===== src/rtl/pipe_ctrl_if.sv =====
// Pipeline control bundle: hazard/branch/memory status in, stall/flush/status out.
// The slave modport is the controller's view; master is the pipeline's view.
interface pipe_ctrl_if #(
  parameter int unsigned CNT_W = 32
);
  logic [4:0]       id_rs1_addr_i;
  logic [4:0]       id_rs2_addr_i;
  logic             id_rs1_used_i;
  logic             id_rs2_used_i;
  logic             ex_rmem_en_i;
  logic [4:0]       ex_wreg_addr_i;
  logic             id_branch_i;
  logic             dmem_req_i;
  logic             dmem_ack_i;
  logic             stall_if_o;
  logic             stall_id_o;
  logic             stall_ex_o;
  logic             stall_mem_o;
  logic             flush_if_o;
  logic             flush_id_o;
  logic             mem_err_o;
  logic [1:0]       state_o;
  logic [CNT_W-1:0] stall_cnt_o;
  logic [CNT_W-1:0] flush_cnt_o;

  modport slave (
    input  id_rs1_addr_i, id_rs2_addr_i, id_rs1_used_i, id_rs2_used_i,
    input  ex_rmem_en_i, ex_wreg_addr_i, id_branch_i, dmem_req_i, dmem_ack_i,
    output stall_if_o, stall_id_o, stall_ex_o, stall_mem_o,
    output flush_if_o, flush_id_o, mem_err_o, state_o, stall_cnt_o, flush_cnt_o
  );

  modport master (
    output id_rs1_addr_i, id_rs2_addr_i, id_rs1_used_i, id_rs2_used_i,
    output ex_rmem_en_i, ex_wreg_addr_i, id_branch_i, dmem_req_i, dmem_ack_i,
    input  stall_if_o, stall_id_o, stall_ex_o, stall_mem_o,
    input  flush_if_o, flush_id_o, mem_err_o, state_o, stall_cnt_o, flush_cnt_o
  );
endinterface


===== src/rtl/pipe_ctrl.sv =====
// Pipeline hazard / stall / flush controller with data-memory timeout detection.
// Optional performance counters are built only when PIPE_CTRL_PERF_CNT_EN is defined;
// otherwise the count outputs are tied to zero and no counter flops exist.
module pipe_ctrl #(
  parameter int unsigned MEM_TIMEOUT = 255,
  parameter int unsigned CNT_W       = 32
) (
  input logic       clk,
  input logic       rst_n,
  pipe_ctrl_if.slave bus
);

  localparam logic [1:0]  StRun     = 2'd0;
  localparam logic [1:0]  StMemWait = 2'd1;
  localparam logic [1:0]  StErr     = 2'd2;
  localparam logic [15:0] TimeoutVal = 16'(MEM_TIMEOUT);

  logic [1:0]  state_q, state_d;
  logic [15:0] wait_cnt_q, wait_cnt_d;
  logic        ldu, mw;

  assign mw  = bus.dmem_req_i & ~bus.dmem_ack_i;
  assign ldu = bus.ex_rmem_en_i & (bus.ex_wreg_addr_i != 5'd0) &
               ((bus.id_rs1_used_i & (bus.id_rs1_addr_i == bus.ex_wreg_addr_i)) |
                (bus.id_rs2_used_i & (bus.id_rs2_addr_i == bus.ex_wreg_addr_i)));

  // Next-state logic and combinational control outputs; reset forces everything to 0.
  always_comb begin
    state_d          = state_q;
    wait_cnt_d       = wait_cnt_q;
    bus.stall_if_o   = 1'b0;
    bus.stall_id_o   = 1'b0;
    bus.stall_ex_o   = 1'b0;
    bus.stall_mem_o  = 1'b0;
    bus.flush_if_o   = 1'b0;
    bus.flush_id_o   = 1'b0;
    bus.mem_err_o    = 1'b0;
    bus.state_o      = state_q;

    case (state_q)
      StRun: begin
        if (mw) begin
          {bus.stall_if_o, bus.stall_id_o, bus.stall_ex_o, bus.stall_mem_o} = 4'hF;
          state_d    = StMemWait;
          wait_cnt_d = 16'd1;
        end else if (ldu) begin
          // Branch operands depend on the load, so the redirect waits.
          bus.stall_if_o = 1'b1;
          bus.stall_id_o = 1'b1;
          bus.flush_id_o = 1'b1;
        end else if (bus.id_branch_i) begin
          bus.flush_if_o = 1'b1;
        end
      end
      StMemWait: begin
        if (!bus.dmem_ack_i) begin
          {bus.stall_if_o, bus.stall_id_o, bus.stall_ex_o, bus.stall_mem_o} = 4'hF;
          if (wait_cnt_q != 16'hFFFF) wait_cnt_d = wait_cnt_q + 16'd1;
          if (wait_cnt_q == TimeoutVal) state_d = StErr;
        end else begin
          state_d = StRun;
          if (ldu) begin
            bus.stall_if_o = 1'b1;
            bus.stall_id_o = 1'b1;
            bus.flush_id_o = 1'b1;
          end else if (bus.id_branch_i) begin
            bus.flush_if_o = 1'b1;
          end
        end
      end
      StErr: begin
        bus.mem_err_o   = 1'b1;
        bus.flush_if_o  = 1'b1;
        bus.flush_id_o  = 1'b1;
        bus.stall_mem_o = 1'b1;
        state_d         = StRun;
      end
      default: state_d = StRun;
    endcase

    if (!rst_n) begin
      bus.stall_if_o  = 1'b0;
      bus.stall_id_o  = 1'b0;
      bus.stall_ex_o  = 1'b0;
      bus.stall_mem_o = 1'b0;
      bus.flush_if_o  = 1'b0;
      bus.flush_id_o  = 1'b0;
      bus.mem_err_o   = 1'b0;
      bus.state_o     = StRun;
    end
  end

  // FSM state and memory-wait counter.
  always_ff @(posedge clk) begin
    if (!rst_n) begin
      state_q    <= StRun;
      wait_cnt_q <= 16'd0;
    end else begin
      state_q    <= state_d;
      wait_cnt_q <= wait_cnt_d;
    end
  end

`ifdef PIPE_CTRL_PERF_CNT_EN
  logic [CNT_W-1:0] stall_cnt_q, flush_cnt_q;

  // Performance counters; wrap naturally at 2^CNT_W.
  always_ff @(posedge clk) begin
    if (!rst_n) begin
      stall_cnt_q <= '0;
      flush_cnt_q <= '0;
    end else begin
      if (bus.stall_if_o) stall_cnt_q <= stall_cnt_q + CNT_W'(1);
      if (bus.flush_if_o) flush_cnt_q <= flush_cnt_q + CNT_W'(1);
    end
  end

  assign bus.stall_cnt_o = rst_n ? stall_cnt_q : {CNT_W{1'b0}};
  assign bus.flush_cnt_o = rst_n ? flush_cnt_q : {CNT_W{1'b0}};
`else
  assign bus.stall_cnt_o = {CNT_W{1'b0}};
  assign bus.flush_cnt_o = {CNT_W{1'b0}};
`endif

endmodule


===== src/flat_wrapper.sv =====
// flat-port wrapper written by rule: the top's interface ports become plain ports
module pipe_ctrl_flat 
#(
  parameter int unsigned MEM_TIMEOUT = 255,
  parameter int unsigned CNT_W       = 32
)
  (clk, rst_n, bus_id_rs1_addr_i, bus_id_rs2_addr_i, bus_id_rs1_used_i, bus_id_rs2_used_i, bus_ex_rmem_en_i, bus_ex_wreg_addr_i, bus_id_branch_i, bus_dmem_req_i, bus_dmem_ack_i, bus_stall_if_o, bus_stall_id_o, bus_stall_ex_o, bus_stall_mem_o, bus_flush_if_o, bus_flush_id_o, bus_mem_err_o, bus_state_o, bus_stall_cnt_o, bus_flush_cnt_o);
  pipe_ctrl_if #(.CNT_W(CNT_W)) bus_i ();
  input logic clk;
  input logic rst_n;
  input wire logic [$bits(bus_i.id_rs1_addr_i)-1:0] bus_id_rs1_addr_i;
  input wire logic [$bits(bus_i.id_rs2_addr_i)-1:0] bus_id_rs2_addr_i;
  input wire logic [$bits(bus_i.id_rs1_used_i)-1:0] bus_id_rs1_used_i;
  input wire logic [$bits(bus_i.id_rs2_used_i)-1:0] bus_id_rs2_used_i;
  input wire logic [$bits(bus_i.ex_rmem_en_i)-1:0] bus_ex_rmem_en_i;
  input wire logic [$bits(bus_i.ex_wreg_addr_i)-1:0] bus_ex_wreg_addr_i;
  input wire logic [$bits(bus_i.id_branch_i)-1:0] bus_id_branch_i;
  input wire logic [$bits(bus_i.dmem_req_i)-1:0] bus_dmem_req_i;
  input wire logic [$bits(bus_i.dmem_ack_i)-1:0] bus_dmem_ack_i;
  output wire logic [$bits(bus_i.stall_if_o)-1:0] bus_stall_if_o;
  output wire logic [$bits(bus_i.stall_id_o)-1:0] bus_stall_id_o;
  output wire logic [$bits(bus_i.stall_ex_o)-1:0] bus_stall_ex_o;
  output wire logic [$bits(bus_i.stall_mem_o)-1:0] bus_stall_mem_o;
  output wire logic [$bits(bus_i.flush_if_o)-1:0] bus_flush_if_o;
  output wire logic [$bits(bus_i.flush_id_o)-1:0] bus_flush_id_o;
  output wire logic [$bits(bus_i.mem_err_o)-1:0] bus_mem_err_o;
  output wire logic [$bits(bus_i.state_o)-1:0] bus_state_o;
  output wire logic [$bits(bus_i.stall_cnt_o)-1:0] bus_stall_cnt_o;
  output wire logic [$bits(bus_i.flush_cnt_o)-1:0] bus_flush_cnt_o;
  assign bus_i.id_rs1_addr_i = bus_id_rs1_addr_i;
  assign bus_i.id_rs2_addr_i = bus_id_rs2_addr_i;
  assign bus_i.id_rs1_used_i = bus_id_rs1_used_i;
  assign bus_i.id_rs2_used_i = bus_id_rs2_used_i;
  assign bus_i.ex_rmem_en_i = bus_ex_rmem_en_i;
  assign bus_i.ex_wreg_addr_i = bus_ex_wreg_addr_i;
  assign bus_i.id_branch_i = bus_id_branch_i;
  assign bus_i.dmem_req_i = bus_dmem_req_i;
  assign bus_i.dmem_ack_i = bus_dmem_ack_i;
  assign bus_stall_if_o = bus_i.stall_if_o;
  assign bus_stall_id_o = bus_i.stall_id_o;
  assign bus_stall_ex_o = bus_i.stall_ex_o;
  assign bus_stall_mem_o = bus_i.stall_mem_o;
  assign bus_flush_if_o = bus_i.flush_if_o;
  assign bus_flush_id_o = bus_i.flush_id_o;
  assign bus_mem_err_o = bus_i.mem_err_o;
  assign bus_state_o = bus_i.state_o;
  assign bus_stall_cnt_o = bus_i.stall_cnt_o;
  assign bus_flush_cnt_o = bus_i.flush_cnt_o;
  pipe_ctrl #(.MEM_TIMEOUT(MEM_TIMEOUT), .CNT_W(CNT_W)) u_core (.clk(clk), .rst_n(rst_n), .bus(bus_i));
endmodule

===== config.mk =====
export PLATFORM = sky130hd
export DESIGN_NAME = pipe_ctrl_flat
export DESIGN_NICKNAME = d
export VERILOG_FILES = /design/src/rtl/pipe_ctrl_if.sv /design/src/rtl/pipe_ctrl.sv /design/src/flat_wrapper.sv
export SDC_FILE = /design/constraint.sdc
export NUM_CORES = 1
export LEC_CHECK = 0
export CAP_MARGIN = 20
export CORE_UTILIZATION = 43
export CTS_CLUSTER_SIZE = 20
export DETAILED_ROUTE_END_ITERATION = 8
export PLACE_DENSITY = 0.88
export SKIP_CTS_REPAIR_TIMING = 1
export SLEW_MARGIN = 20
export SYNTH_ARGS = -nofsm -noshare
export SYNTH_HDL_FRONTEND = slang
export SYNTH_SLANG_ARGS = --single-unit

===== constraint.sdc =====
create_clock -name clk -period 2.9 [get_ports clk]
set_input_delay 0.58 -clock clk [delete_from_list [all_inputs] [get_ports clk]]
set_output_delay 0.58 -clock clk [all_outputs]
set_load 0.02 [all_outputs]

==> flow_summary.yaml <==
finish:
  fin_cells: 307
  layout.nets: 284
  design_area_mm2: 0.00196
  num_antenna_cells: 0
  drive_gt1_share_pct: 10.0
  area_growth_pct: 10.9
grt:
  gr-total-overflow: 0
  antenna_found_initial: 0
  grt_start_max_net_pins: 20
  grtUsageTotal_pct: 16.1
  grtUsageMet3_pct: 2.93
  grt_busiest_layer: "met2"
  first_global_vias: 1200
  gr-usage-met2_pct: 26.1
  grt_pass1_wl_mm: 5.48
  grt_use_met1_pct: 20.8
placement:
  hpwl_mm: 2.58
  io_buffers: 31
  dp_slack_ps: -579
  placed_cell_area_mm2: 0.00191
  dp.cells: 303
  routabilityCongestion: 0.863
routing:
  routedWlPerCell_um: 11.3
  drt_iter0_markers: 57
  via_per_inst: 4.79
  drt_first_pass_iters: 5
  routed_wl_mm: 3.46
  vias: 1471
  ant_nets: 0
  drcViolationCount: 0
power_and_ir_drop:
  powerDensity_mw_per_mm2: 333
  design_power_total_mw: 0.652
  power_leakage_nw: 0.872
  ir_drop_v: 0.000155
worst_setup_path:
  crit_fanout: 3
  reg2reg_depth: 5
  worst_ep_arrival_time_ps: 2220
  required_ps: 2320
  crit_start: "bus_ex_wreg_addr_i[3]"
  regToRegStartpoint: "u_core.wait_cnt_q[0]$_SDFFE_PN0P_"
  cp-start-kind: "input port"
  crit_type: "input port to output pin"
  cp-end-kind: "output pin"
  r2r-end: "u_core.wait_cnt_q[12]$_SDFFE_PN0P_"
  r2r_setup_slack_ps: 1030
synthesis:
  synth_edf_count: 0
  synth_mux_area_share_pct: 5.67
  synthSimpleGateAreaFrac_pct: 24.4
  synthDistinctLibCells: 45
  yosys.area.top_type: "buf_4"
  yosys_most_used_dff: "dfxtp_1"
  yosysTopAreaCellShare_pct: 27.7
  syn_avg_cell_area_um2: 7.91
  synth_seq_cells: 18
  async_reset_ff_share_pct: 0
  synth_area_mm2: 0.00176
  seq_area_frac_synth_pct: 20.4
  synth-adder-area-share_pct: 0.709
  synth_top_family_by_area: "buffers and inverters"
  synth-xor-area-share_pct: 4.96
  synthTopCellsByArea: "buf_4, dfxtp_1, mux2i_1"
  synth-compound-area-share_pct: 11.8
  yosysWarnings: 0
  syn_inst: 223
floorplanning:
  die_h_um: 66.1
  die_w_um: 66.1
  rows: 22
  die-area_mm2: 0.00436
  start_util_pct: 46.4
  core_mm2: 0.00380
  boundaryPins: 96
timing:
  fin_worst_skew_ps: 4.73
  slew_headroom_pct: 54.8
  tns_ps: 0
  final-max-slew-violation-count: 0
  fmax_mhz: 357
  fin_ws_ps: 95.3
  finalCritPeriodShare_pct: 96.7
  hold_viol: 0
  max_slew.worst_pin.slew_ps: 677
  finalSetupViolCount: 0
  layout_min_cycle_time_ps: 2800
min_path:
  min_path_type: "register to register"
  hold_depth: 2
  min_from: "u_core.wait_cnt_q[12]$_SDFFE_PN0P_"
  hold_end: "u_core.wait_cnt_q[12]$_SDFFE_PN0P_"
cts:
  cts_root_buf: "clkbuf_8"
  h-tree-depth: 1
  cts.reportedPaths.clkPinSlew_ps: 70
  cts_buffer_depth: 2
  cts_tree: "built"
  clock_latency_ps: 260
  cts_buffers: 3
  clock-sinks: 18
flow_run:
  cap_violations: 0
status:
  status: "complete, no violations"
-- Yosys cell counts (all sizes together) (2+ instances only) --
cell type	count
a211oi	7
a21boi	2
a21oi	3
and2	5
and3	3
and4	3
buf	70
clkbuf	2
dfxtp	18
inv	6
mux2i	10
nand2	24
nand3	5
nand4	3
nand4b	2
nor2	7
nor3	3
nor4	5
o21a	2
o21ai	4
o31a	2
o31ai	3
or3	7
or4	4
xnor2	2
xor2	8
-- critical path, cell delays in order --
cell and delay (ps):
clkdlybuf4s50_1 440, buf_4 160, or4_1 500, o21ai_1 130, buf_4 140, o31a_1 120, buf_2 160
-- layout by cell type (no fill, tap or decap), drive strengths merged --
cell,Yosys,routed
conb,1,64
clkdlybuf4s50,0,27
nand2,24,24
dfxtp,18,18
buf,70,13
mux2i,10,10
xor2,8,8
or3,7,7
a211oi,7,7
nor2,7,7
inv,6,6
nor4,5,5
nand3,5,5
and2,5,5
clkbuf,2,5
or4,4,4
o21ai,4,4
o31ai,3,3
and3,3,3
a21oi,3,3
and4,3,3
nor3,3,3
nand4,3,3
xnor2,2,2
o31a,2,2
nand4b,2,2
a21boi,2,2
o21a,2,2
nor2b,1,1
and2b,1,1
a32oi,1,1
o41ai,1,1
nor4b,1,1
and4b,1,1
or2,1,1
a31oi,1,1
a21o,1,1
o211a,1,1
a41oi,1,1
ha,1,1
-- cells by family after synthesis --
| logic type | count (synthesis) |
|---|---|
| compound gates | 29 |
| xor+xnor | 10 |
| simple gates | 76 |
| other cells | 1 |
| fa+ha+maj | 1 |
| mux | 10 |
| flops | 18 |
| buf+inv | 78 |
-- through the flow --
stage / utilization, % / hold WS [ps]
5_1_grt: 51.5 / 526
3_3_place_gp: 50.2 / 471
3_5_place_dp: 50.2 / 483
2_1_floorplan: - / 448
6_report: 51.5 / 490
4_1_cts: 51.6 / 495
-- final cells by class --
type	count	area, µm²
Clock buffer	4	55.1
Fill cell	370	1840
Inverter	6	22.5
Multi-Input combinational cell	190	1090
Sequential cell	18	360
Tap cell	48	60.1
Timing Repair Buffer	41	365
-- worst max path at each step --
stage and endpoint:
4_1_cts bus_stall_id_o, 6_report bus_flush_if_o, 2_1_floorplan bus_stall_if_o, 3_5_place_dp bus_stall_id_o, 3_3_place_gp bus_stall_id_o, 5_1_grt bus_stall_id_o
-- per-layer routing --
| layer | vias up | routed length, µm |
|---|---|---|
| met5 | - | 0 |
| met4 | 0 | 50 |
| met3 | 5 | 263 |
| met2 | 73 | 1670 |
| met1 | 668 | 1480 |
| li1 | 725 | - |
-- state kept, by name, summed over array words and instances (netlist names) --
| name | cells |
|---|---|
| u_core.state_q | 2 |
| u_core.wait_cnt_q | 16 |
-- where the power goes --
part | leakage [nW] | switching (mW) | internal, mW | total [mW]
Sequential | 0.145 | 0.00505 | 0.250 | 0.255
Clock | 0.0288 | 0.0879 | 0.121 | 0.209
Combinational | 0.697 | 0.125 | 0.0630 | 0.188
Total | 0.872 | 0.218 | 0.434 | 0.652
Note: power is estimated with default switching activity, not from simulation.
